`src/rtl/top_pkg.sv`:
```
// Bus-wide TL-UL width constants shared by every TL-UL block in the system.
package top_pkg;
  localparam int TL_AW  = 32;          // address width
  localparam int TL_DW  = 32;          // data width
  localparam int TL_AIW = 8;           // a_source / d_source width
  localparam int TL_DIW = 1;           // d_sink width
  localparam int TL_SZW = 2;           // size field width
  localparam int TL_DBW = TL_DW / 8;   // byte-mask width
endpackage

```
`src/rtl/tlul_pkg.sv`:
```
// TL-UL channel structures: host-to-device (A channel plus d_ready) and
// device-to-host (D channel plus a_ready).
package tlul_pkg;
  localparam logic [2:0] TL_PUT_FULL = 3'h0;
  localparam logic [2:0] TL_GET      = 3'h4;
  localparam logic [2:0] TL_ACK      = 3'h0;
  localparam logic [2:0] TL_ACK_DATA = 3'h1;

  typedef struct packed {
    logic                       a_valid;
    logic [2:0]                 a_opcode;
    logic [2:0]                 a_param;
    logic [top_pkg::TL_SZW-1:0] a_size;
    logic [top_pkg::TL_AIW-1:0] a_source;
    logic [top_pkg::TL_AW-1:0]  a_address;
    logic [top_pkg::TL_DBW-1:0] a_mask;
    logic [top_pkg::TL_DW-1:0]  a_data;
    logic                       d_ready;
  } tl_h2d_t;

  typedef struct packed {
    logic                       d_valid;
    logic [2:0]                 d_opcode;
    logic [2:0]                 d_param;
    logic [top_pkg::TL_SZW-1:0] d_size;
    logic [top_pkg::TL_AIW-1:0] d_source;
    logic [top_pkg::TL_DIW-1:0] d_sink;
    logic [top_pkg::TL_DW-1:0]  d_data;
    logic                       d_error;
    logic                       a_ready;
  } tl_d2h_t;
endpackage

```
`src/rtl/tlul_host_arb2.sv`:
```
// Two-host to one-device TL-UL arbiter with zero-latency pass-through.
// Each forwarded request has a_source[TAG_BIT] replaced by the host index;
// responses are steered back by that same bit, so the device side may
// return responses out of order. Per-host outstanding counters throttle
// each host at MAX_OUTSTANDING in-flight requests.
//
// Ports:
//   clk_i, rst_ni     clock, asynchronous active-low reset
//   tl_h0_i/tl_h0_o   host 0 (data port) request / response
//   tl_h1_i/tl_h1_o   host 1 (instruction port) request / response
//   tl_d_o/tl_d_i     shared device request / response
//   busy_o            high while any request is outstanding
module tlul_host_arb2
  import tlul_pkg::*;
#(
  parameter int unsigned MAX_OUTSTANDING = 4,
  parameter bit          FIXED_PRIO      = 1'b0,
  parameter int unsigned TAG_BIT         = top_pkg::TL_AIW - 1
) (
  input  logic    clk_i,
  input  logic    rst_ni,
  input  tl_h2d_t tl_h0_i,
  output tl_d2h_t tl_h0_o,
  input  tl_h2d_t tl_h1_i,
  output tl_d2h_t tl_h1_o,
  output tl_h2d_t tl_d_o,
  input  tl_d2h_t tl_d_i,
  output logic    busy_o
);
  localparam int unsigned   CW      = $clog2(MAX_OUTSTANDING + 1);
  localparam logic [CW-1:0] CNT_MAX = CW'(MAX_OUTSTANDING);

  typedef enum logic {IDLE = 1'b0, LOCKED = 1'b1} state_e;

  state_e        lock_q, lock_d;
  logic          grant_q, grant_d;
  logic          last_q, last_d;
  logic [CW-1:0] cnt0_q, cnt0_d, cnt1_q, cnt1_d;

  logic    elig0, elig1, sel, sel_valid, a_hs;
  logic    d_host, d_ready_sel, d_hs;
  logic    inc0, inc1, dec0, dec1;
  tl_h2d_t sel_req;
  tl_d2h_t d_rsp;

  // Increment and decrement together cancel; a decrement at zero saturates.
  function automatic logic [CW-1:0] cnt_next(input logic [CW-1:0] c,
                                             input logic inc, input logic dec);
    if (inc && !dec) return c + CW'(1);
    if (dec && !inc && (c != '0)) return c - CW'(1);
    return c;
  endfunction

  assign elig0 = tl_h0_i.a_valid && (cnt0_q < CNT_MAX);
  assign elig1 = tl_h1_i.a_valid && (cnt1_q < CNT_MAX);

  // While locked the granted host is forwarded on its raw a_valid so a stalled
  // request stays put; if that host drops a_valid the lock is released.
  always_comb begin : arbitrate
    sel       = 1'b0;
    sel_valid = 1'b0;
    if (lock_q == LOCKED) begin
      sel       = grant_q;
      sel_valid = grant_q ? tl_h1_i.a_valid : tl_h0_i.a_valid;
    end else begin
      sel_valid = elig0 | elig1;
      if (FIXED_PRIO)            sel = !elig0 && elig1;
      else if (elig0 && elig1)   sel = !last_q;
      else                       sel = elig1;
    end
  end

  assign a_hs        = sel_valid && tl_d_i.a_ready;
  assign d_host      = tl_d_i.d_source[TAG_BIT];
  assign d_ready_sel = d_host ? tl_h1_i.d_ready : tl_h0_i.d_ready;
  assign d_hs        = tl_d_i.d_valid && d_ready_sel;

  assign inc0 = a_hs && !sel;
  assign inc1 = a_hs &&  sel;
  assign dec0 = d_hs && !d_host;
  assign dec1 = d_hs &&  d_host;

  always_comb begin : a_mux
    sel_req                   = sel ? tl_h1_i : tl_h0_i;
    sel_req.a_valid           = sel_valid;
    sel_req.a_source[TAG_BIT] = sel;
    sel_req.d_ready           = d_ready_sel;
  end

  assign tl_d_o = sel_req;

  always_comb begin : d_route
    d_rsp                   = tl_d_i;
    d_rsp.d_source[TAG_BIT] = 1'b0;
    d_rsp.d_valid           = 1'b0;
    d_rsp.a_ready           = 1'b0;
    tl_h0_o                 = d_rsp;
    tl_h1_o                 = d_rsp;
    tl_h0_o.d_valid         = tl_d_i.d_valid && !d_host;
    tl_h1_o.d_valid         = tl_d_i.d_valid &&  d_host;
    tl_h0_o.a_ready         = tl_d_i.a_ready && sel_valid && !sel;
    tl_h1_o.a_ready         = tl_d_i.a_ready && sel_valid &&  sel;
  end

  always_comb begin : next_state
    lock_d  = lock_q;
    grant_d = grant_q;
    last_d  = last_q;
    case (lock_q)
      IDLE: begin
        if (sel_valid && !tl_d_i.a_ready) begin
          lock_d  = LOCKED;
          grant_d = sel;
        end
      end
      LOCKED: begin
        if (!sel_valid || tl_d_i.a_ready) lock_d = IDLE;
      end
      default: lock_d = IDLE;
    endcase
    if (a_hs) last_d = sel;
    cnt0_d = cnt_next(cnt0_q, inc0, dec0);
    cnt1_d = cnt_next(cnt1_q, inc1, dec1);
  end

  // State registers
  always_ff @(posedge clk_i or negedge rst_ni) begin
    if (!rst_ni) begin
      lock_q  <= IDLE;
      grant_q <= 1'b0;
      last_q  <= 1'b1;
      cnt0_q  <= '0;
      cnt1_q  <= '0;
    end else begin
      lock_q  <= lock_d;
      grant_q <= grant_d;
      last_q  <= last_d;
      cnt0_q  <= cnt0_d;
      cnt1_q  <= cnt1_d;
    end
  end

  assign busy_o = (cnt0_q != '0) || (cnt1_q != '0);

  h0_tag_clear: assert property (@(posedge clk_i) disable iff (!rst_ni)
    tl_h0_i.a_valid |-> !tl_h0_i.a_source[TAG_BIT]);
  h1_tag_clear: assert property (@(posedge clk_i) disable iff (!rst_ni)
    tl_h1_i.a_valid |-> !tl_h1_i.a_source[TAG_BIT]);
  d0_legal: assert property (@(posedge clk_i) disable iff (!rst_ni)
    dec0 |-> ((cnt0_q != '0) || inc0));
  d1_legal: assert property (@(posedge clk_i) disable iff (!rst_ni)
    dec1 |-> ((cnt1_q != '0) || inc1));

endmodule

```
`config.mk`:
```
export PLATFORM = sky130hd
export DESIGN_NAME = tlul_host_arb2
export DESIGN_NICKNAME = d
export VERILOG_FILES = /design/src/rtl/top_pkg.sv /design/src/rtl/tlul_pkg.sv /design/src/rtl/tlul_host_arb2.sv
export SDC_FILE = /design/constraint.sdc
export NUM_CORES = 1
export LEC_CHECK = 0
export ABC_CLOCK_PERIOD_IN_PS = 2500
export CAP_MARGIN = 0
export CORE_AREA = 2 2 163 165
export CTS_CLUSTER_DIAMETER = 50
export DETAILED_ROUTE_END_ITERATION = 16
export DIE_AREA = 0 0 165 167
export PLACE_DENSITY = 0.43
export SKIP_CTS_REPAIR_TIMING = 1
export SLEW_MARGIN = 20
export SYNTH_ARGS = -nofsm -noshare
export SYNTH_HDL_FRONTEND = slang
export SYNTH_SLANG_ARGS = --single-unit
```
`constraint.sdc`:
```
create_clock -name clk_i -period 2.5 [get_ports clk_i]
set_input_delay 0.5 -clock clk_i [delete_from_list [all_inputs] [get_ports clk_i]]
set_output_delay 0.5 -clock clk_i [all_outputs]
set_load 0.01 [all_outputs]
```
==> results of run 1 <==
==> sequential cells by signal (all words and copies together), names as in the netlist <==
name     count
cnt0_q       3
cnt1_q       3
grant_q      1
last_q       1
lock_q       1
==> cell families after synthesis <==
kind of cell / after synthesis
flops: 9
fa+ha+maj: 6
compound gates: 20
mux: 89
buf+inv: 123
other cells: 1
xor+xnor: 2
simple gates: 26
==> cell usage after synthesis <==
master	instances	share of area, %
and2_1	1	0.25
mux2i_1	4	1.6
nand2b_1	1	0.25
nor3_1	2	0.39
a21oi_1	3	0.59
o211ai_2	1	0.49
ha_1	6	2.9
nor2_2	1	0.25
and3_4	1	0.44
or2_1	1	0.25
a221oi_1	1	0.34
nand4b_1	1	0.34
nand3_1	2	0.39
a211oi_1	2	0.59
a31oi_4	1	0.83
conb_1	1	0.15
nand2_1	3	0.44
a41o_1	1	0.39
o21ai_4	2	1.3
inv_2	2	0.29
a31o_2	1	0.34
mux2_2	84	37
nor2_1	5	0.74
o22ai_1	1	0.25
a21boi_1	1	0.29
buf_4	112	33
and3_2	1	0.29
mux2_1	1	0.44
and2_2	1	0.29
nand4_1	1	0.25
dfstp_2	1	1.0
o2bb2ai_1	1	0.34
nand3b_1	2	0.59
nor2b_1	3	0.74
o32a_1	1	0.39
dfrtp_1	8	7.8
o31a_2	1	0.39
o211a_4	1	0.69
xnor2_1	2	0.69
o211ai_1	1	0.29
inv_1	7	1.0
buf_2	2	0.39
a22oi_1	1	0.29
==> through the flow <==
step                std cells  setup TNS, ps  worst slack (ps)
floorplan                 277              0             348.3
global placement          780         -45850            -583.9
detailed placement        780         -47350            -602.8
CTS                       784         -47470            -602.0
global route              804          -5153            -145.4
finish                    804          -1626            -82.12
==> layout by cell type (no fill, tap or decap), types with 2 or more instances in the layout <==
cell type,Yosys,routed
nor2_1,5,5
mux2_2,84,66
buf_8,0,6
nand3b_1,2,2
a211oi_1,2,2
xnor2_1,2,2
nor2b_1,3,3
inv_2,2,2
ha_1,6,6
clkdlybuf4s50_1,0,176
nor3_1,2,2
inv_1,7,7
buf_16,0,2
buf_6,0,18
buf_12,0,3
mux2_4,0,18
a21oi_1,3,3
o21ai_4,2,2
mux2i_1,4,4
nand3_1,2,2
buf_4,112,21
conb_1,1,2
clkbuf_16,0,7
dlymetal6s2s_1,0,45
clkbuf_2,0,27
dfrtp_1,8,8
nand2_1,3,3
==> area by class of cell <==
class	instances	area (µm²)	area share, %
repair buffers	302	3126	57.85
inverters	9	33.78	0.6253
clock buffers	4	78.83	1.459
well taps	335	419.2	7.758
flip-flops and latches	9	226.5	4.192
multi-input cells	145	1519	28.11
==> worst max path at each step <==
stage	end	slack, ps
after floorplan	tl_d_o[10]	350
after global placement	tl_d_o[19]	-580
after detailed placement	tl_d_o[19]	-600
after CTS	tl_d_o[19]	-600
after global routing	tl_d_o[48]	-150
final	tl_d_o[48]	-80
==> where the power goes <==
part | total [W] | internal, W | switching (W)
combinational | 0.00306 | 0.00186 | 0.00121
sequential | 0.000283 | 0.000225 | 0.0000581
clock | 0.000285 | 0.000213 | 0.0000711
==> critical path: cells and delay by family (launching register included) <==
family	cells	cell delay, ps
AO/OA/AOI/OAI	1	190
buffers and inverters	5	680
flip-flops	1	530
multiplexers	1	310
AND/OR/NAND/NOR	1	140
==> layer usage <==
layer	share of wire [%]	vias to the layer above
met5	0	-
met4	0.19	0
met3	14	5
met2	48	255
met1	38	1212
li1	-	1241
==> impl_metrics.yaml, run 1 <==
worst_setup_path:
  crit_type: "flop to output port"
  cp_cell_sequence: "nand3b_1, a31oi_4, buf_12, buf_8, buf_6, clkbuf_16, mux2_4, buf_6"
  critPathLaunch: "last_q"
  rr_endpoint: "cnt1_q[1]"
  cp_slowest_stage_delay_ps: 530
  crit_slowest_cell: "dfstp_2"
  critical_path.endpoint_type: "output port"
  worstPathArrival_ps: 2080
  start_kind: "flop"
  critPathMaxFanout: 7
  r2r_setup_slack_ps: 430
  cp_common_cell: "buf_6"
  worstPathRequired_ps: 2000
  crit-reg2reg-launch: "last_q"
  r2r_cells: 9
synthesis:
  synth_compound_area_share_pct: 7.790
  syn-cell-area_um2: 2554
  synth_xor_area_share_pct: 0.6859
  synth_top_family_by_area: "multiplexers"
  synthDistinctLibCells: 43
  synthAdderAreaFrac_pct: 2.940
  synth_cells: 276
  synth.mux.area_fraction_pct: 39.05
  yosysWarningCount: 0
  ys_seq_elements: 9
  yosysSeqAreaShare_pct: 8.868
  syn_avg_cell_area_um2: 9.253
  yosys.area_share.simple_pct: 5.879
placement:
  hpwl_um: 9670
  port_buffers: 265
  place_congestion: 0.7571
  postPlaceCellArea_um2: 4928
floorplanning:
  core_um2: 25760
  die_x_um: 165
  ioPinCount: 417
  die_y_um: 167
  die_area_um2: 27560
  initial_core_util_pct: 9.912
  rows: 59
route:
  drt_iter0_drc: 28
  dr_total_vias: 2713
  wl_um: 12780
  dr.pass1.iters: 4
  vias_per_cell: 3.374
  route.detailed.drc: 0
  wire_per_inst_um: 15.89
  antenna_left: 0
global_routing:
  grt_pass1_wl_um: 15180
  use_met3_pct: 3.885
  grt_antenna_before_repair: 0
  grt_util_met1_pct: 7.524
  gr-total-overflow: 0
  grt_use_total_pct: 6.988
  grt_pass1_vias: 2831
  met2_usage_pct: 12.46
  grt_max_degree: 46
  grt-busiest-layer: "met2"
timing:
  fin_ws_ps: -82.12
  max_freq_mhz: 387.3
  drv_slew: 0
  min_period_over_period_pct: 103.3
  skew_ps: 4.716
  whs_ps: 504.0
  rsz0062_at_grt: "yes"
  setup_violations: 35
  min_period_ps: 2582
  finalHoldViolCount: 0
final_layout:
  area_growth_syn_to_layout_pct: 111.6
  nFillCells: 2810
  diodes: 0
  final_util_pct: 20.97
  final_cell_area_um2: 5403
  layout.nets: 702
  layout-drive-gt1-share_pct: 38.81
status:
  violations: "setup timing"
  status: "finished, violations left"
clocking:
  clockBufferDepth: 2
  cts_tree: "built"
  numCtsBuffers: 3
  cts_root_buf: "clkbuf_16"
  ctsHtreeMaxLevel: 1
  clock_sink_count: 9
  insertion_delay_ps: 230
  clk_pin_slew_worst_paths_ps: 40
hold_path:
  min_path_cells: 1
  hold_end: "cnt0_q[0]"
  hp-start: "cnt0_q[0]"
  worstHoldPathType: "flop to flop"
pwr:
  power_density_nw_per_um2: 672.0
  peakVddDrop_uv: 293.9
  p_leak_nw: 2.612
  power.total_w: 0.003631
run:
  max_cap_viol_count: 0
Note: power is estimated with default switching activity, not from simulation.
==> run 2, diff against run 1 <==
--- a/config.mk
+++ b/config.mk
@@ -12,6 +12,7 @@
 export DETAILED_ROUTE_END_ITERATION = 16
 export DIE_AREA = 0 0 165 167
 export PLACE_DENSITY = 0.43
+export REMOVE_ABC_BUFFERS = 1
 export SKIP_CTS_REPAIR_TIMING = 1
 export SLEW_MARGIN = 20
 export SYNTH_ARGS = -nofsm -noshare
==> impl_metrics.yaml, run 2 (synthesis results as in run 1) <==
status:
  status: "finished, violations left"
  violations: "setup timing"
clocking:
  cts_root_buf: "clkbuf_16"
  ctsHtreeMaxLevel: 1
  cts_tree: "built"
  clock_sink_count: 9
  clockBufferDepth: 2
  numCtsBuffers: 3
  insertion_delay_ps: 230
  clk_pin_slew_worst_paths_ps: 40
timing:
  drv_slew: 0
  max-slew-margin-rel_pct: 64.44
  setup_violations: 64
  min_period_over_period_pct: 106.9
  fin_ws_ps: -172.4
  min_period_ps: 2672
  finalHoldViolCount: 0
  worst_pin_slew_ps: 531.8
  rsz0062_at_grt: "yes"
  skew_ps: 1.737
  max_freq_mhz: 374.2
worst_setup_path:
  worstPathRequired_ps: 2000
  cp_cell_sequence: "nand3b_1, a31oi_4, buf_6, buf_6, buf_6, clkbuf_16, mux2_4, buf_6"
  crit_type: "flop to output port"
  crit-reg2reg-launch: "last_q"
  cp_common_cell: "buf_6"
  critPathMaxFanout: 6
  cp_slowest_stage_delay_ps: 520
  r2r_setup_slack_ps: 300
  crit_slowest_cell: "dfstp_2"
  start_kind: "flop"
  worstPathArrival_ps: 2170
  rr_endpoint: "cnt0_q[1]"
  r2r_cells: 10
  critical_path.endpoint_type: "output port"
pwr:
  power.total_w: 0.004060
  p_leak_nw: 2.692
  power_density_nw_per_um2: 718.6
  peakVddDrop_uv: 215.5
floorplanning:
  die_area_um2: 27560
  rows: 59
  ioPinCount: 417
  die_x_um: 165
  die_y_um: 167
  core_um2: 25760
  initial_core_util_pct: 9.912
global_routing:
  gr-total-overflow: 0
  grt_antenna_before_repair: 0
  grt_pass1_wl_um: 23560
  grt_pass1_vias: 3045
  grt_max_degree: 48
  grt_use_total_pct: 12.26
route:
  dr_total_vias: 2995
  drt_iter0_drc: 121
  vias_per_cell: 3.707
  antenna_left: 0
  dr.pass1.iters: 4
  route.detailed.drc: 0
  wire_per_inst_um: 24.71
  wl_um: 19960
hold_path:
  worstHoldPathType: "flop to flop"
  min_path_cells: 1
  hold_end: "cnt1_q[0]"
  hp-start: "cnt1_q[0]"
placement:
  dp.cells: 784
  postPlaceCellArea_um2: 4961
  place_congestion: 0.8968
  hpwl_um: 15060
  port_buffers: 265
final_layout:
  final_common_cell: "clkdlybuf4s50_1"
  layout.nets: 706
  diodes: 0
  final_util_pct: 21.93
  layout-drive-gt1-share_pct: 43.76
  final_cell_area_um2: 5649
  mostFrequentLayoutCells: "clkdlybuf4s50_1 (176), buf_6 (58), mux2_4 (51), mux2_2 (33), dlymetal6s2s_1 (25)"
  area_growth_syn_to_layout_pct: 121.2
  final-instance-count-excl-fill: 808
  top_regs: "cnt0_q (3), cnt1_q (3)"
run:
  max_cap_viol_count: 0
[run 2: how the worst max path moves through the flow]
stage,startpoint,to,slack [ps],cells past startpoint
detailed placement,tl_h0_i[85],tl_d_o[13],-700,6
CTS,tl_h0_i[85],tl_d_o[13],-700,6
finish,last_q,tl_d_o[9],-170,8
floorplan,last_q,tl_h1_o[0],-740,5
global placement,tl_h0_i[85],tl_d_o[33],-720,6
global route,last_q,tl_d_o[9],-280,8
[run 2: cell type report]
cell class / instances / area [µm²]
clock buffers: 4 / 78.83
multi-input cells: 145 / 1643
inverters: 9 / 33.78
flip-flops and latches: 9 / 226.5
well taps: 335 / 419.2
repair buffers: 306 / 3248
fillers: 2766 / 20110
[run 2: critical path, delay by kind of cell, from the launching register on]
kind            cells  cell delay (ps)
buf+inv             5              640
flops               1              520
mux                 1              310
compound gates      1              300
simple gates        1              160
[run 2: through the flow]
stage	setup TNS, ps	setup slack [ps]	hold slack, ps
3_5_place_dp	-56480	-698.5	492.8
4_1_cts	-56520	-702.6	502.6
5_1_grt	-12640	-276.8	539.7
3_3_place_gp	-58070	-715.5	493.4
2_1_floorplan	-64090	-740.3	204.4
6_report	-5640	-172.4	500.4
[run 2: power breakdown]
part           internal (W)  switching (W)
registers          0.000225      0.0000502
clock network      0.000214      0.0000771
logic               0.00214        0.00136
[run 2: layer usage]
| metal | global-route usage (%) | up-vias | part of all wire (%) |
|---|---|---|---|
| met3 | 9.191 | 15 | 15 |
| met1 | 14.37 | 1447 | 38 |
| li1 | - | 1241 | - |
| met4 | 1.474 | 9 | 0.54 |
| met5 | 6.545 | - | 1.2 |
| met2 | 17.68 | 283 | 45 |
